==> config.mk <==
export PLATFORM = sky130hd
export DESIGN_NAME = demux1to2_fifo
export DESIGN_NICKNAME = d
export VERILOG_FILES = /design/src/rtl/demux1to2_fifo.sv
export SDC_FILE = /design/constraint.sdc
export NUM_CORES = 1
export LEC_CHECK = 0
export CAP_MARGIN = 20
export CORE_UTILIZATION = 59
export CTS_BUF_LIST = sky130_fd_sc_hd__clkbuf_8
export DETAILED_ROUTE_END_ITERATION = 6
export GPL_TIMING_DRIVEN = 0
export PLACE_DENSITY = 0.85
export SLEW_MARGIN = 15
export SYNTH_ARGS = -nofsm -noshare
export SYNTH_HDL_FRONTEND = slang
export SYNTH_SLANG_ARGS = --single-unit
==> constraint.sdc <==
create_clock -name clk -period 4.15 [get_ports clk]
set_input_delay 0.415 -clock clk [delete_from_list [all_inputs] [get_ports clk]]
set_output_delay 0.415 -clock clk [all_outputs]
set_load 0.05 [all_outputs]
==> src/rtl/demux1to2_fifo.sv <==
// 1-to-2 stream demultiplexer: each input word is steered by in_sel into one of
// two independent circular FIFOs, each drained by its own valid/ready consumer.
module demux1to2_fifo #(
  parameter int WIDTH = 32,
  parameter int DEPTH = 2,
  parameter int CNTW  = 16
) (
  input  logic             clk,
  input  logic             rst_n,
  input  logic             in_valid,
  output logic             in_ready,
  input  logic             in_sel,
  input  logic [WIDTH-1:0] in_data,
  output logic             out0_valid,
  input  logic             out0_ready,
  output logic [WIDTH-1:0] out0_data,
  output logic [CNTW-1:0]  out0_cnt,
  output logic             out1_valid,
  input  logic             out1_ready,
  output logic [WIDTH-1:0] out1_data,
  output logic [CNTW-1:0]  out1_cnt
);

  localparam int AW = (DEPTH > 1) ? $clog2(DEPTH) : 1;
  localparam logic [AW:0] FULL_OCC = (AW+1)'(DEPTH);

  logic [WIDTH-1:0] mem  [2][DEPTH];
  logic [AW-1:0]    wptr [2];
  logic [AW-1:0]    rptr [2];
  logic [AW:0]      occ  [2];
  logic [CNTW-1:0]  cnt  [2];

  logic [1:0] full;
  logic [1:0] push;
  logic [1:0] pop;

  // A full port refuses a word even while it pops in the same cycle: no bypass.
  always_comb begin
    full[0]  = (occ[0] == FULL_OCC);
    full[1]  = (occ[1] == FULL_OCC);
    in_ready = in_sel ? !full[1] : !full[0];
    push[0]  = in_valid && !in_sel && !full[0];
    push[1]  = in_valid &&  in_sel && !full[1];
    pop[0]   = (occ[0] != '0) && out0_ready;
    pop[1]   = (occ[1] != '0) && out1_ready;
  end

  assign out0_valid = (occ[0] != '0);
  assign out1_valid = (occ[1] != '0);
  assign out0_data  = mem[0][rptr[0]];
  assign out1_data  = mem[1][rptr[1]];
  assign out0_cnt   = cnt[0];
  assign out1_cnt   = cnt[1];

  // Pointers are AW bits wide, so DEPTH being a power of two gives the modulo wrap.
  always_ff @(posedge clk or negedge rst_n) begin
    if (!rst_n) begin
      for (int p = 0; p < 2; p++) begin
        wptr[p] <= '0;
        rptr[p] <= '0;
        occ[p]  <= '0;
        cnt[p]  <= '0;
        for (int i = 0; i < DEPTH; i++) begin
          mem[p][i] <= '0;
        end
      end
    end else begin
      for (int p = 0; p < 2; p++) begin
        if (push[p]) begin
          mem[p][wptr[p]] <= in_data;
          wptr[p]         <= wptr[p] + 1'b1;
        end
        if (pop[p]) begin
          rptr[p] <= rptr[p] + 1'b1;
          cnt[p]  <= cnt[p] + 1'b1;
        end
        case ({push[p], pop[p]})
          2'b10:   occ[p] <= occ[p] + 1'b1;
          2'b01:   occ[p] <= occ[p] - 1'b1;
          default: occ[p] <= occ[p];
        endcase
      end
    end
  end

endmodule
Yosys cells after proc, flatten, opt, wreduce, memory -nomap -nowiden
Index checks and enable logic that the tools add are counted.
{"block": "totals", "register_bits": 168}
{"block": "op_classes", "add_sub_neg": 10, "order_cmp": 6, "n_eq_ne": 6, "mux": 15, "bitwise": 4, "reduce_logical": 15}
{"operator": "$mux W32", "n": 8}
{"operator": "$bwmux W64", "n": 2}
{"operator": "$demux W32 S1", "n": 2}
{"operator": "$add A16 B1 Y16 const B", "n": 2}
{"operator": "$eq A2 B2 Y1 const B", "n": 4}
{"operator": "$ge A2 B2 Y1 const B", "n": 4}
{"operator": "$logic_and A1 B1 Y1", "n": 8}
{"operator": "$not A1 Y2", "n": 4}
{"operator": "$pmux W2 S2", "n": 2}
{"operator": "$reduce_bool A2 Y1", "n": 4}
{"operator": "$add A1 B1 Y1 const B", "n": 4}
{"operator": "$add A2 B1 Y2 const B", "n": 2}
{"operator": "$eq A2 B1 Y1 const B", "n": 2}
{"operator": "$lt A2 B1 Y1 const B", "n": 2}
{"operator": "$sub A2 B1 Y2 const B", "n": 2}
{"operator": "$logic_not A1 Y1", "n": 3}
{"operator": "$mux W1", "n": 1}

Longest topological paths before layout
Gate-level depths: netlist (run 1).
{"block": "depth", "word_depth": 6, "depth_mapped": 7, "ltp_nobuf": 7}

Worst setup path after synthesis (run 1)
Ideal clock, no wire load.
{"block": "synth_timing", "kind": "flip-flop to flip-flop", "start": "register cnt, in the netlist out0_cnt[3]", "end": "register cnt, in the netlist out0_cnt[11]", "t_arrival_ps": 1632, "required_ps": 4009, "path_slack_ps": 2377, "stages_incl_launch_ff": 5, "period_less_slack_ps": 1773, "path_cell_list": "dfrtp_1 nand4_1 nor4_4 nand4_1 xnor2_1"}
{"block": "synth_via", "elab_chain_len": 1}
{"item": "start: declaration", "line": "31", "rtl": "logic [CNTW-1:0] cnt [2];"}
{"item": "start signal: indexed assignment", "line": "75", "rtl": "cnt[p] <= cnt[p] + 1'b1;"}
{"item": "$add A16 B1 Y16", "line": "75"}
No other way between the ends.
A chain may end at the register's enable or synchronous reset.

Worst setup path in the final report (run 1)
{"block": "layout_timing", "start": "register rptr[0] in the netlist's numbering", "end": "output port out1_data[18]"}
{"block": "layout_via", "elab_chain_len": 4}
{"item": "start: declaration", "line": "29", "rtl": "logic [AW-1:0] rptr [2];"}
{"item": "start signal: indexed assignment", "line": "74", "rtl": "rptr[p] <= rptr[p] + 1'b1;"}
{"item": "$not A1 Y2 (not written as such)", "line": "51", "rtl": "assign out1_data = mem[1][rptr[1]];"}
{"item": "$mux W32 (not written as such) (3 in series)", "line": "51"}
{"item": "end: declaration", "line": "20", "rtl": "output logic [WIDTH-1:0] out1_data,"}
No other way between the ends. The select of a mux whose other input is x is not followed.

==> flow_metrics.env, run 1 <==
export IMPL_clock_path_buffers=2
export IMPL_end_kind="primary output"
export IMPL_syn_inst=496
export IMPL_finalMaxSlewViolations=0
export IMPL_die_area_um2=13510
export IMPL_synth_edf_count=0
export IMPL_drive_gt1_frac=0.3453
export IMPL_min_period_ns=2.909
export IMPL_grt_met3_usage=0.07421
export IMPL_nNetsFinal=695
export IMPL_num_fill_cells=789
export IMPL_io_buffers=136
export IMPL_setup_ws_ns=1.241
export IMPL_maxSlewHeadroom=0.6171
export IMPL_ios=137
export IMPL_cts_root_buf="clkbuf_8"
export IMPL_die_height_um=116.2
export IMPL_slowest_delay_ns=0.72
export IMPL_antenna_found_initial=0
export IMPL_first_pass_iters=4
export IMPL_finalSetupViolCount=0
export IMPL_synthTopCellsByArea="dfrtp_1, mux2_2, mux2_4"
export IMPL_drv_cap=0
export IMPL_grt_max_degree=97
export IMPL_status="finished clean"
export IMPL_syn_area_per_cell_um2=15.52
export IMPL_cts_tree="yes"
export IMPL_synth_cell_type_count=32
export IMPL_post_route_period_util=0.7009
export IMPL_r2r_start="occ[3]$_DFFE_PN0P_"
export IMPL_finClkSkew_ns=0.01061
export IMPL_rsz0062_at_grt="false"
export IMPL_synthesis_nets=538
export IMPL_crit_type="reg2out"
export IMPL_grtUsageMet1=0.3074
export IMPL_async_flop_share=1.000
export IMPL_rrSetupSlack_ns=2.30
export IMPL_worst_pin_slew_ns=0.5726
export IMPL_hp_class="reg2reg"
export IMPL_crit_slowest_cell="clkdlybuf4s50_1"
export IMPL_ant_nets=0
export IMPL_cts_resized=0
export IMPL_gp_congestion=0.7922
export IMPL_synth_top_family_by_area="multiplexers"
export IMPL_drcViolationCount=0
export IMPL_synthMuxAreaShare=0.3130
export IMPL_busiest_layer="met2"
export IMPL_cts_sinks=168
export IMPL_start_kind="register"
export IMPL_crit_arrival_ns=2.49
export IMPL_ys_ff_latch=168
export IMPL_crit_path_max_fanout=10
export IMPL_use_met2=0.3992
export IMPL_synthAdderAreaFrac=0.006500
export IMPL_clk_pin_slew_ns=0.08
export IMPL_antenna_cells=0
export IMPL_worstPathCellList="clkbuf_1 > buf_2 > mux2_2 > clkdlybuf4s50_1"
export IMPL_die_w_um=116.2
export IMPL_place_ws_ns=1.579
export IMPL_ys_warn_count=0
export IMPL_yosysTopAreaCellShare=0.5460
export IMPL_yosysSeqAreaShare=0.5460
export IMPL_synth_top_cell_by_area="dfrtp_1"
export IMPL_syn_to_final_growth_pct=26.65
export IMPL_startpoint="rptr[0]$_DFFE_PN0P_"
export IMPL_vias_per_cell=5.290
export IMPL_synthMostInstantiatedCell="dfrtp_1"
export IMPL_hold_path_startpoint="out1_cnt[15]$_DFFE_PN0P_"
export IMPL_synthTopCellsByCount="dfrtp_1, mux2_2, mux2_4"
export IMPL_grt_pass1_wl_mm=24.66
export IMPL_core_area_um2=12670
export IMPL_dp_hpwl_mm=10.37
export IMPL_start_util=0.6077
export IMPL_cts_buffers=17
export IMPL_hold_viol=0
export IMPL_grt_overflow_total=0
export IMPL_synth_compound_gate_area_share=0.003575
export IMPL_wire_per_inst_um=17.97
export IMPL_synth_xor_area_frac=0.04550
export IMPL_clk_latency_ns=0.44
export IMPL_drtIter0Drc=178
export IMPL_rows=41
export IMPL_fmax_mhz=343.8
export IMPL_synth_simple_area_share=0.05671
export IMPL_grt_total_usage=0.2413
export IMPL_vias=4433
export IMPL_cts_htree_levels=4
export IMPL_grt_pass1_vias=4890
export IMPL_synth_flop_cell="dfrtp_1"
export IMPL_required_ns=3.73
export IMPL_finalWirelength_mm=15.06
export IMPL_synth_area_um2=7700
-- registers in the layout, summed over array words and instances (netlist names) --
register  cells
out1_cnt     16
occ           4
wptr          2
rptr          2
mem         128
out0_cnt     16
-- cell type report --
| type | count | area [um2] | area share |
|---|---|---|---|
| plain buffers | 20 | 198.9 | 0.02040 |
| clock buffers | 20 | 275.3 | 0.02823 |
| clock inverters | 12 | 157.7 | 0.01617 |
| inverters | 6 | 22.52 | 0.002309 |
| multi-input cells | 302 | 3274 | 0.3358 |
| flip-flops and latches | 168 | 4204 | 0.4311 |
| well taps | 172 | 215.2 | 0.02207 |
| repair buffers | 138 | 1404 | 0.1440 |
-- cells by family after synthesis --
kind of cell,Yosys count
multiplexers,194
buffers and inverters,26
AND/OR/NAND/NOR,61
XOR/XNOR,40
flip-flops,168
adder cells (fa/ha/maj),4
AO/OA/AOI/OAI,3
-- per-stage QoR --
step | area (um2) | util | std cells | hold WS (ns) | TNS (ns)
final | 9752 | 0.7696 | 838 | 0.4710 | 0
after CTS | 9752 | 0.7696 | 838 | 0.4758 | 0
after floorplan | 7700 | - | 496 | 0.1194 | 0
after detailed placement | 9309 | 0.7347 | 805 | 0.4113 | 0
after global routing | 9752 | 0.7696 | 838 | 0.4912 | 0
after global placement | 9276 | 0.7321 | 804 | 0.4561 | -633.05
-- final timing paths --
check	end	cells past startpoint
min in group asynchronous	mem[25]$_DFFE_PN0P_	2
max in group asynchronous	mem[71]$_DFFE_PN0P_	3
max	out1_data[18]	4
max reg2reg	occ[3]$_DFFE_PN0P_	5
min reg2reg	out1_cnt[15]$_DFFE_PN0P_	1
min	out1_cnt[15]$_DFFE_PN0P_	1
-- worst max-delay path: cells and delay by family, from the launching register on --
family | cells | cell delay (ns)
flip-flops | 1 | 0.33
multiplexers | 1 | 0.37
buffers and inverters | 3 | 1.36
-- timing repair --
action / in CTS / in global routing
hold buffers: 1 / 0
endpoints found under the hold margin: 72 / 0
buffers inserted: 0 / 0
-- placed cells by master, fill, tap and decap left out, drive strengths merged, types with 5 or more instances in the layout --
| cell | instances |
|---|---|
| nand4 | 5 |
| nor2 | 14 |
| buf | 20 |
| nand3 | 8 |
| xnor2 | 28 |
| xor2 | 12 |
| nand2 | 16 |
| mux2 | 194 |
| clkdlybuf4s50 | 135 |
| dfrtp | 168 |
| clkbuf | 22 |
| inv | 10 |
-- per-layer routing --
layer | wire, um | up-vias
met5 | 0 | -
met4 | 136 | 0
met3 | 862 | 9
met2 | 7384 | 101
met1 | 6679 | 2262
li1 | - | 2061
Power of run 1 is not shown: default switching activity piles up to over one toggle a cycle in this logic, so the estimate is an artifact.
==> inputs of run 2 (changes only) <==
- CORE_UTILIZATION: 59 -> 55
- PLACE_DENSITY: 0.85 -> 0.8
- clock period: 4.15 -> 2.8 ns (I/O delays scaled with it)
==> flow_metrics.env, run 2 (synthesis results as in run 1) <==
export IMPL_die_area_um2=14480
export IMPL_ant_nets=0
export IMPL_crit_arrival_ns=2.20
export IMPL_hp_class="in2async"
export IMPL_antenna_found_initial=0
export IMPL_cts_htree_levels=4
export IMPL_postPlaceCellArea_um2=9314
export IMPL_cts_root_buf="clkbuf_8"
export IMPL_clk_latency_ns=0.44
export IMPL_die_height_um=120.3
export IMPL_worst_pin_slew_ns=0.5583
export IMPL_rsz0062_at_grt="false"
export IMPL_nNetsFinal=695
export IMPL_largest_register_ffs=128
export IMPL_end_kind="primary output"
export IMPL_core_area_um2=13450
export IMPL_maxSlewHeadroom=0.6267
export IMPL_drcViolationCount=0
export IMPL_crit_path_max_fanout=10
export IMPL_grt_max_degree=100
export IMPL_start_util=0.5724
export IMPL_wire_per_inst_um=18.09
export IMPL_post_route_period_util=0.8845
export IMPL_first_pass_iters=4
export IMPL_vias_per_cell=5.298
export IMPL_rows=42
export IMPL_clk_pin_slew_ns=0.08
export IMPL_ios=137
export IMPL_drive_gt1_frac=0.3429
export IMPL_final_common_cell="dfrtp_1"
export IMPL_finalMaxSlewViolations=0
export IMPL_status="finished clean"
export IMPL_hold_viol=0
export IMPL_antenna_cells=0
export IMPL_syn_to_final_growth_pct=25.98
export IMPL_tns_ns=0
export IMPL_num_fill_cells=899
export IMPL_fmax_mhz=403.8
export IMPL_grt_total_usage=0.2240
export IMPL_drv_cap=0
export IMPL_crit_type="reg2out"
export IMPL_whs_ns=0.3888
export IMPL_cts_tree="yes"
export IMPL_place_inst=809
export IMPL_rrSetupSlack_ns=1.01
export IMPL_cts_buffers=17
export IMPL_finalWirelength_mm=15.21
export IMPL_grt_pass1_vias=4759
export IMPL_fin_cells=841
export IMPL_io_buffers=136
export IMPL_required_ns=2.52
export IMPL_drtIter0Drc=242
export IMPL_vias=4456
export IMPL_die_w_um=120.3
export IMPL_mostFrequentLayoutCells="dfrtp_1, mux2_2, clkdlybuf4s50_1"
export IMPL_top_register="mem"
export IMPL_finalSetupViolCount=0
export IMPL_start_kind="register"
export IMPL_finClkSkew_ns=0.008440
export IMPL_post_cts_setup_buffers=0
export IMPL_grt_overflow_total=0
export IMPL_cts_sinks=168
export IMPL_fin_area_um2=9701
export IMPL_grt_pass1_wl_mm=24.60
export IMPL_clock_path_buffers=2
export IMPL_dp_hpwl_mm=10.47
export IMPL_min_period_ns=2.477
export IMPL_gp_congestion=0.7671
-- run 2: worst max-delay path, cell delays in order (launching register included) --
cell	delay, ns
dfrtp_1	0.32
clkbuf_1	0.26
buf_2	0.35
mux2_2	0.40
dlygate4sd2_1	0.43
-- run 2: metrics by stage --
| step | setup WS, ns | utilization |
|---|---|---|
| final | 0.3235 | 0.7211 |
| after floorplan | 1.027 | - |
| after global routing | 0.2006 | 0.7211 |
| after global placement | -5.003 | 0.6899 |
| after CTS | 0.00003175 | 0.7181 |
| after detailed placement | 0.4651 | 0.6923 |
-- run 2: area by class of cell --
cell class / instances / area (um2) / share of cell area
repair buffers: 138 / 1391 / 0.1434
inverters: 6 / 22.52 / 0.002322
flip-flops and latches: 168 / 4204 / 0.4334
clock inverters: 13 / 141.4 / 0.01458
well taps: 176 / 220.2 / 0.02270
clock buffers: 18 / 247.7 / 0.02554
multi-input cells: 302 / 3274 / 0.3375
plain buffers: 20 / 198.9 / 0.02051
-- run 2: final timing paths --
kind                       cells after the start                startpoint                        to
min in group clk                               1  out0_cnt[15]$_DFFE_PN0P_  out0_cnt[15]$_DFFE_PN0P_
min                                            2                     rst_n      mem[120]$_DFFE_PN0P_
max reg2reg                                    5        occ[2]$_DFFE_PN0P_        occ[3]$_DFFE_PN0P_
max                                            4       rptr[1]$_DFFE_PN0P_             out0_data[21]
min reg2reg                                    1  out0_cnt[15]$_DFFE_PN0P_  out0_cnt[15]$_DFFE_PN0P_
max in group asynchronous                      3                     rst_n        mem[2]$_DFFE_PN0P_
-- run 2: per-layer routing --
| metal | track usage | up-vias | wire length [um] |
|---|---|---|---|
| li1 | - | 2057 | - |
| met1 | 0.2831 | 2280 | 6606 |
| met2 | 0.3696 | 105 | 7515 |
| met3 | 0.06415 | 14 | 887 |
| met4 | 0.07639 | 0 | 204 |
| met5 | 0 | - | 0 |
-- run 2: what timing repair did --
item / 4_1_cts / 5_1_grt
pin swaps: 0 / 0
endpoints found under the setup margin: 42 / 16
hold buffers: 1 / 0
hold endpoints to repair: 69 / 0
resized for setup: 42 / 16
Power of run 2 is left out for the same reason.
==> inputs of run 3 (changes only) <==
- CORE_MARGIN: default -> 4
- REMOVE_ABC_BUFFERS: default -> 1
==> flow_metrics.env, run 3 (synthesis results as in run 1) <==
export IMPL_cts_sinks=168
export IMPL_required_ns=2.52
export IMPL_cts_buffers=17
export IMPL_antenna_found_initial=0
export IMPL_hold_viol=0
export IMPL_rrSetupSlack_ns=0.65
export IMPL_cts_hold_buf=1
export IMPL_wire_per_inst_um=19.33
export IMPL_startpoint="rptr[0]$_DFFE_PN0P_"
export IMPL_place_inst=791
export IMPL_drv_cap=0
export IMPL_final_util=0.7108
export IMPL_grt_pass1_wl_mm=26.16
export IMPL_grt_overflow_total=0
export IMPL_whs_ns=0.3867
export IMPL_grt_total_usage=0.2074
export IMPL_antenna_cells=0
export IMPL_r2r_start="occ[0]$_DFFE_PN0P_"
export IMPL_rows=42
export IMPL_vias=4449
export IMPL_die_height_um=126.3
export IMPL_syn_to_final_growth_pct=24.18
export IMPL_cts_root_buf="clkbuf_8"
export IMPL_fin_area_um2=9562
export IMPL_final_common_cell="dfrtp_1"
export IMPL_die_w_um=126.3
export IMPL_drtIter0Drc=258
export IMPL_crit_end="out1_data[31]"
export IMPL_fmax_mhz=379.2
export IMPL_top_register="mem"
export IMPL_finalSetupViolCount=0
export IMPL_min_period_ns=2.637
export IMPL_ant_nets=0
export IMPL_vias_per_cell=5.399
export IMPL_clk_latency_ns=0.45
export IMPL_cts_htree_levels=4
export IMPL_gp_congestion=0.7629
export IMPL_cts_resized=0
export IMPL_postPlaceCellArea_um2=9158
export IMPL_finalWirelength_mm=15.92
export IMPL_worst_pin_slew_ns=0.9706
export IMPL_r2r_cells=3
export IMPL_crit_path_max_fanout=23
export IMPL_start_util=0.5724
export IMPL_ios=137
export IMPL_hp_class="in2async"
export IMPL_clock_path_buffers=2
export IMPL_maxSlewHeadroom=0.3517
export IMPL_rsz0062_at_grt="false"
export IMPL_start_kind="register"
export IMPL_grt_pass1_vias=5063
export IMPL_largest_register_ffs=128
export IMPL_core_area_um2=13450
export IMPL_crit_type="reg2out"
export IMPL_finalMaxSlewViolations=0
export IMPL_cts_tree="yes"
export IMPL_first_pass_iters=4
export IMPL_nNetsFinal=677
export IMPL_clk_pin_slew_ns=0.08
export IMPL_dp_hpwl_mm=10.31
export IMPL_end_kind="primary output"
export IMPL_drcViolationCount=0
export IMPL_post_cts_setup_buffers=0
export IMPL_crit_arrival_ns=2.36
export IMPL_post_route_period_util=0.9417
export IMPL_io_buffers=136
export IMPL_finClkSkew_ns=0.008018
export IMPL_status="finished clean"
export IMPL_die_area_um2=15960
export IMPL_grt_max_degree=94
export IMPL_fin_cells=824
export IMPL_drive_gt1_frac=0.3349
export IMPL_r2r_end="mem[5]$_DFFE_PN0P_"
export IMPL_mostFrequentLayoutCells="dfrtp_1, clkdlybuf4s50_1, mux2_2"
[run 3: worst max-delay path, cell delays in order (launching register included)]
cell             delay [ns]
dfrtp_2                0.57
buf_12                 0.24
mux2_2                 0.35
clkdlybuf4s50_1        0.73
[run 3: layer usage]
metal | wire [um] | global-route usage | vias up
met5 | 0 | 0 | -
met4 | 125 | 0.06183 | 0
met3 | 840 | 0.07062 | 13
met2 | 7799 | 0.3396 | 106
met1 | 7157 | 0.2638 | 2305
li1 | - | - | 2025
[run 3: stage by stage]
step	TNS, ns	worst slack, ns
2_1_floorplan	0	1.020
3_3_place_gp	-845.02	-4.985
3_5_place_dp	0	0.2539
4_1_cts	0	0.1067
5_1_grt	0	0.08101
6_report	0	0.1631
[run 3: worst min path at each step]
stage / to / slack (ns) / cells after the start / start
after CTS: mem[28]$_DFFE_PN0P_ / 0.38 / 2 / rst_n
after global placement: out1_cnt[15]$_DFFE_PN0P_ / 0.46 / 1 / out1_cnt[15]$_DFFE_PN0P_
final: mem[28]$_DFFE_PN0P_ / 0.39 / 2 / rst_n
after detailed placement: mem[28]$_DFFE_PN0P_ / 0.29 / 1 / rst_n
after floorplan: mem[0]$_DFFE_PN0P_ / -0.02 / 0 / rst_n
after global routing: mem[28]$_DFFE_PN0P_ / 0.41 / 2 / rst_n
[run 3: final cells by class]
class	count	area [um2]
clock inverter	11	105.1
sequential	168	4207
inverter	6	22.52
multi-input combinational	302	3274
clock buffer	21	289.0
tap	176	220.2
fill	949	3891
timing repair buffer	140	1444
Power of run 3 is left out for the same reason.
